<file path="src/rtl/id_ex_stage.sv">
// ID/EX pipeline register with operand forwarding and load-use detection.
// Captures the decoded instruction and presents forwarded ALU operands to
// EX with no added latency. Also flags load-use hazards and inserts bubbles.
// Optional feature: define ID_EX_PERF_EN to build the saturating bubble
// counter. Without it, BUBBLE_COUNT is tied to zero and no counter exists.
module id_ex_stage (
    input  logic        CLK,
    input  logic        RESETN,
    input  logic        STALL,
    input  logic        FLUSH,
    input  logic        ID_VALID,
    input  logic [31:0] ID_PC,
    input  logic [31:0] ID_RS1_DATA,
    input  logic [31:0] ID_RS2_DATA,
    input  logic [31:0] ID_IMM,
    input  logic [4:0]  ID_RS1_ADDR,
    input  logic [4:0]  ID_RS2_ADDR,
    input  logic [4:0]  ID_RD_ADDR,
    input  logic [4:0]  ID_ALU_SELECT,
    input  logic [1:0]  ID_OP_SEL,
    input  logic [2:0]  ID_CTRL,
    input  logic        MEM_FWD_EN,
    input  logic [4:0]  MEM_FWD_RD,
    input  logic [31:0] MEM_FWD_DATA,
    output logic        EX_VALID,
    output logic [31:0] EX_PC,
    output logic [31:0] ALU_DATA1,
    output logic [31:0] ALU_DATA2,
    output logic [4:0]  ALU_SELECT,
    output logic [31:0] EX_STORE_DATA,
    output logic [4:0]  EX_RD_ADDR,
    output logic [2:0]  EX_CTRL,
    output logic        LOAD_USE_HAZARD,
    output logic [15:0] BUBBLE_COUNT
);

    // EX slot contents
    logic        ex_valid;
    logic [31:0] ex_pc;
    logic [31:0] ex_rs1_data;
    logic [31:0] ex_rs2_data;
    logic [31:0] ex_imm;
    logic [4:0]  ex_rs1_addr;
    logic [4:0]  ex_rs2_addr;
    logic [4:0]  ex_rd_addr;
    logic [4:0]  ex_alu_sel;
    logic [1:0]  ex_op_sel;
    logic [2:0]  ex_ctrl;

    logic        fwd_hit_rs1;
    logic        fwd_hit_rs2;
    logic [31:0] fwd_rs1;
    logic [31:0] fwd_rs2;
    logic        bubble_insert;

    // MEM-stage forwarding onto the registered source operands; x0 never forwards
    always_comb begin
        fwd_hit_rs1 = MEM_FWD_EN && (MEM_FWD_RD != 5'd0) && (MEM_FWD_RD == ex_rs1_addr);
        fwd_hit_rs2 = MEM_FWD_EN && (MEM_FWD_RD != 5'd0) && (MEM_FWD_RD == ex_rs2_addr);
        fwd_rs1     = fwd_hit_rs1 ? MEM_FWD_DATA : ex_rs1_data;
        fwd_rs2     = fwd_hit_rs2 ? MEM_FWD_DATA : ex_rs2_data;
    end

    // Load in EX whose result is needed by the instruction in decode
    always_comb begin
        LOAD_USE_HAZARD = ex_valid && ex_ctrl[1] && (ex_rd_addr != 5'd0) && ID_VALID &&
                          ((ex_rd_addr == ID_RS1_ADDR) || (ex_rd_addr == ID_RS2_ADDR));
        bubble_insert   = !FLUSH && !STALL && LOAD_USE_HAZARD;
    end

    // Pipeline register: flush > stall > load-use bubble > capture
    always_ff @(posedge CLK or negedge RESETN) begin
        if (!RESETN) begin
            ex_valid    <= 1'b0;
            ex_pc       <= '0;
            ex_rs1_data <= '0;
            ex_rs2_data <= '0;
            ex_imm      <= '0;
            ex_rs1_addr <= '0;
            ex_rs2_addr <= '0;
            ex_rd_addr  <= '0;
            ex_alu_sel  <= '0;
            ex_op_sel   <= '0;
            ex_ctrl     <= '0;
        end else if (FLUSH) begin
            ex_valid <= 1'b0;
            ex_ctrl  <= '0;
        end else if (STALL) begin
            // Latch forwarded data so it survives the producer leaving MEM
            if (fwd_hit_rs1) begin
                ex_rs1_data <= MEM_FWD_DATA;
            end
            if (fwd_hit_rs2) begin
                ex_rs2_data <= MEM_FWD_DATA;
            end
        end else if (LOAD_USE_HAZARD) begin
            ex_valid <= 1'b0;
            ex_ctrl  <= '0;
        end else begin
            ex_valid    <= ID_VALID;
            ex_pc       <= ID_PC;
            ex_rs1_data <= ID_RS1_DATA;
            ex_rs2_data <= ID_RS2_DATA;
            ex_imm      <= ID_IMM;
            ex_rs1_addr <= ID_RS1_ADDR;
            ex_rs2_addr <= ID_RS2_ADDR;
            ex_rd_addr  <= ID_RD_ADDR;
            ex_alu_sel  <= ID_ALU_SELECT;
            ex_op_sel   <= ID_OP_SEL;
            ex_ctrl     <= ID_VALID ? ID_CTRL : 3'b000;
        end
    end

    // Operand selection and output gating for the EX stage
    always_comb begin
        EX_VALID      = ex_valid;
        EX_PC         = ex_pc;
        ALU_DATA1     = ex_op_sel[1] ? ex_pc  : fwd_rs1;
        ALU_DATA2     = ex_op_sel[0] ? ex_imm : fwd_rs2;
        EX_STORE_DATA = fwd_rs2;
        ALU_SELECT    = ex_valid ? ex_alu_sel : 5'b00000;
        EX_RD_ADDR    = ex_rd_addr;
        EX_CTRL       = ex_ctrl;
    end

`ifdef ID_EX_PERF_EN
    logic [15:0] bubble_cnt;

    // Saturating count of load-use bubbles actually inserted
    always_ff @(posedge CLK or negedge RESETN) begin
        if (!RESETN) begin
            bubble_cnt <= '0;
        end else if (bubble_insert && (bubble_cnt != 16'hFFFF)) begin
            bubble_cnt <= bubble_cnt + 16'd1;
        end
    end

    assign BUBBLE_COUNT = bubble_cnt;
`else
    logic unused_bubble;

    // Counter not built; keep the insert term referenced
    always_comb begin
        unused_bubble = bubble_insert;
    end

    assign BUBBLE_COUNT = '0;
`endif

endmodule

</file>
<file path="config.mk">
export PLATFORM = sky130hd
export DESIGN_NAME = id_ex_stage
export DESIGN_NICKNAME = d
export VERILOG_FILES = /design/src/rtl/id_ex_stage.sv
export SDC_FILE = /design/constraint.sdc
export NUM_CORES = 1
export LEC_CHECK = 0
export CAP_MARGIN = 20
export CORE_MARGIN = 3
export CORE_UTILIZATION = 35
export DETAILED_ROUTE_END_ITERATION = 8
export PLACE_DENSITY = 0.72
export SYNTH_ARGS = -nofsm -noshare
export SYNTH_HDL_FRONTEND = slang
export SYNTH_SLANG_ARGS = --single-unit
</file>
<file path="constraint.sdc">
create_clock -name CLK -period 2.7 [get_ports CLK]
set_input_delay 0.54 -clock CLK [delete_from_list [all_inputs] [get_ports CLK]]
set_output_delay 0.54 -clock CLK [all_outputs]
set_load 0.01 [all_outputs]
</file>
==> results.json <==
{
  "power_per_cell_area_nw_per_um2": 588,
  "static-leakage-power_uw": 0.00627,
  "grt_most_used_layer": "met2",
  "clk-insertion-delay-late_ps": 420,
  "clock_tree.buffer_depth": 2,
  "floorplan.die.height_um": 172,
  "achievable-frequency_ghz": 0.315,
  "drt_drc_violations_left": 0,
  "ys_async_sr_fraction_pct": 100,
  "grt_start_max_net_pins": 66,
  "drtIter0Drc": 761,
  "yosys_warnings": 0,
  "criticalPathCategory": "reg -> out",
  "via_count": 9406,
  "nFillCells": 2216,
  "timing_worst_slew_pin_value_ps": 735,
  "cts-root-buf": "clkbuf_16",
  "area_delta_synth_final_pct": 61.9,
  "timing.max_slew.rel_slack_pct": 51.0,
  "tns_ps": -26880,
  "buffer_ports.inserted": 338,
  "grt_util_met1_pct": 31.3,
  "nets": 1542,
  "vias_in_the_first_global_route": 9541,
  "clkSlewWorstSetupHoldPaths_ps": 70,
  "synth-edff-count": 0,
  "via_per_inst": 5.55,
  "die-area_um2": 29400,
  "syn-cell-area_um2": 9600,
  "cts.sink_count": 154,
  "grt_util_met3_pct": 4.21,
  "ys_dominant_reg_cell": "dfrtp_1",
  "drt_first_pass_iters": 5,
  "syn_inst": 924,
  "final_antenna_net_count": 0,
  "grt_overflow_total": 0,
  "tritoncts.num_buffers": 17,
  "layout-drive-gt1-share_pct": 37.6,
  "timing.critical_path.from_type": "register",
  "die_width_um": 172,
  "synth_seq_cells": 154,
  "final.min_clock_period_ps": 3170,
  "r2r_cells": 9,
  "power_uw": 9140,
  "grt_antenna_before_repair": 2,
  "cp_data_required_time_ps": 2160,
  "final_min_period_over_clock_period_pct": 118,
  "failed_checks": "setup timing",
  "endpoint_kind": "primary output",
  "timing.critical_path.arrival_ps": 2630,
  "place.detailed.hpwl_mm": 25.6,
  "grt_pass1_wl_mm": 56.0,
  "timing.final.ws_setup_ps": -474,
  "cts-hold-fix-buffers": 0,
  "place.gp.congestion": 0.796,
  "drt-total-wl_mm": 37.2,
  "grt.total_usage_pct": 24.5,
  "grt_setup_unrepaired": "yes",
  "maxCapViolations": 0,
  "setup_viol": 96,
  "ys_types": 57,
  "postSynthAreaPerCell_um2": 10.4,
  "finalNonFillerCells": 1695,
  "timing.critical_path.fanout_max": 5,
  "timing_hold_violations_final": 0,
  "placeableCoreArea_um2": 26500,
  "drv_slew": 0,
  "placementRows": 59,
  "status": "finished with violations",
  "routedWlPerCell_um": 22.0,
  "timing.clock.skew_ps": 9.35,
  "htreeDepth": 4,
  "yosysSeqAreaShare_pct": 40.2,
  "finalCoreUtilization_pct": 58.6,
  "met2_usage_pct": 42.1,
  "placed_cells_incl_taps": 1614,
  "min-delay-path-class": "in -> async",
  "io-pin-count": 355,
  "cts_tree": "built",
  "initial_utilization_pct": 36.2,
  "max-vdd-ir-drop_v": 0.000319
}
-- sequential cells by signal (all words and copies together) (netlist names) --
| register | count |
|---|---|
| EX_PC | 32 |
| ex_imm | 32 |
| ex_rs1_data | 32 |
| ex_rs2_data | 32 |
| EX_RD_ADDR | 5 |
| ex_alu_sel | 5 |
| ex_rs1_addr | 5 |
| ex_rs2_addr | 5 |
| EX_CTRL | 3 |
| ex_op_sel | 2 |
| EX_VALID | 1 |
-- cell usage after synthesis, drive strengths merged, types with 2 or more instances --
master     n  area share, %
nor2       4           0.26
mux2i     30            3.1
o21ai     71            3.7
o41ai     30            2.7
nand2     47            1.8
nor3      54            2.8
a21boi     2           0.16
nor4       4           0.26
nor2b      8           0.52
nand2b    32            2.1
inv        5           0.20
and4       2           0.18
and2       5           0.33
a211oi    30            2.3
a21oi     35            1.9
xnor2     17            1.6
o211ai    11            1.1
o221a     26            3.1
a2bb2oi    5           0.46
a32oi      2           0.18
a31oi      6           0.39
nand3      7           0.37
or3b       6           0.55
dfrtp    154             40
clkbuf    61            2.4
nand4      2           0.13
buf       47            3.2
nand3b     2           0.16
o21bai    30            2.3
or4       25            2.0
xor2       3           0.27
mux2     150             18
-- layer usage --
layer | part of all wire, % | vias up | wire length [um]
li1 | - | 4299 | -
met1 | 41 | 4652 | 15300
met2 | 50 | 402 | 18500
met3 | 6.8 | 51 | 2520
met4 | 2.4 | 2 | 911
met5 | 0.035 | - | 13
-- placed cells by master, fill, tap and decap left out, drive strengths merged, types with 2 or more instances in the layout --
cell / count
buf: 260
clkdlybuf4s50: 232
dfrtp: 154
mux2: 150
o21ai: 71
nor3: 54
nand2: 47
a21oi: 35
nand2b: 32
o41ai: 30
o21bai: 30
a211oi: 30
mux2i: 30
o221a: 26
or4: 25
clkbuf: 21
xnor2: 17
conb: 16
o211ai: 11
nor2b: 8
inv: 8
nand3: 7
a31oi: 6
bufinv: 6
or3b: 6
and2: 5
a2bb2oi: 5
nor4: 4
nor2: 4
clkinvlp: 3
xor2: 3
nand4: 2
nand3b: 2
and4: 2
a32oi: 2
dlygate4sd2: 2
a21boi: 2
-- kinds of logic (layout without fill, tap and decap cells) --
kind of cell	Yosys count	in the layout	share of synthesized area, %
flip-flops	154	154	40.2
XOR/XNOR	20	20	1.83
multiplexers	180	180	21.3
AO/OA/AOI/OAI	256	256	19.2
AND/OR/NAND/NOR	200	200	11.7
other	1	17	0.0391
buffers and inverters	113	533	5.78
-- power by group --
| group | internal, uW | switching [uW] |
|---|---|---|
| combinational | 1940 | 1420 |
| sequential | 2650 | 285 |
| clock | 1770 | 1070 |
-- layout make-up --
cell class	instances	area [um2]	share of cell area, %
antenna	1	2.50	0.0161
clock buffer	19	443	2.85
clock inverter	13	238	1.53
inverter	5	18.8	0.121
multi-input combinational	672	5660	36.4
sequential	154	3860	24.8
tap	335	419	2.70
timing repair buffer	496	4910	31.6
-- critical path: stages (launching register included) --
cell	delay, ps
dfrtp_1	430
xor2_2	170
or4b_4	580
nor2_4	190
buf_12	160
buf_12	110
buf_4	100
mux2i_2	230
o21ai_1	90
buf_2	150
-- worst paths after layout --
| path | startpoint | endpoint | slack (ps) |
|---|---|---|---|
| worst min-delay path | RESETN | EX_RD_ADDR[1]$_DFFE_PN0P_ | 30 |
| min in group CLK | EX_CTRL[0]$_DFFE_PN0P_ | EX_CTRL[0]$_DFFE_PN0P_ | 480 |
| worst max-delay path | ex_rs1_addr[0]$_DFFE_PN0P_ | ALU_DATA1[19] | -470 |
| max in group asynchronous | RESETN | ex_rs1_data[20]$_DFFE_PN0P_ | 2040 |
| worst max register to register | ex_rs1_addr[0]$_DFFE_PN0P_ | ex_rs1_data[21]$_DFFE_PN0P_ | 90 |
| worst min register to register | EX_CTRL[0]$_DFFE_PN0P_ | EX_CTRL[0]$_DFFE_PN0P_ | 480 |
-- stage by stage --
| stage | instance area, um2 | setup slack (ps) | hold WS (ps) |
|---|---|---|---|
| 3_5_place_dp | 14100 | -1010 | 469 |
| 3_3_place_gp | 14100 | -953 | 469 |
| 6_report | 15500 | -474 | 25.3 |
| 5_1_grt | 15500 | -515 | 32.7 |
| 2_1_floorplan | 9710 | -95.1 | 244 |
| 4_1_cts | 15200 | -455 | 33.9 |
-- repair_timing --
item | in CTS | in global routing
buffers inserted | 24 | 31
gates cloned | 3 | 0
endpoints found under the setup margin | 98 | 97
pin swaps | 9 | 11
gates resized for setup | 548 | 54
Power figures use the tool's default switching activity.
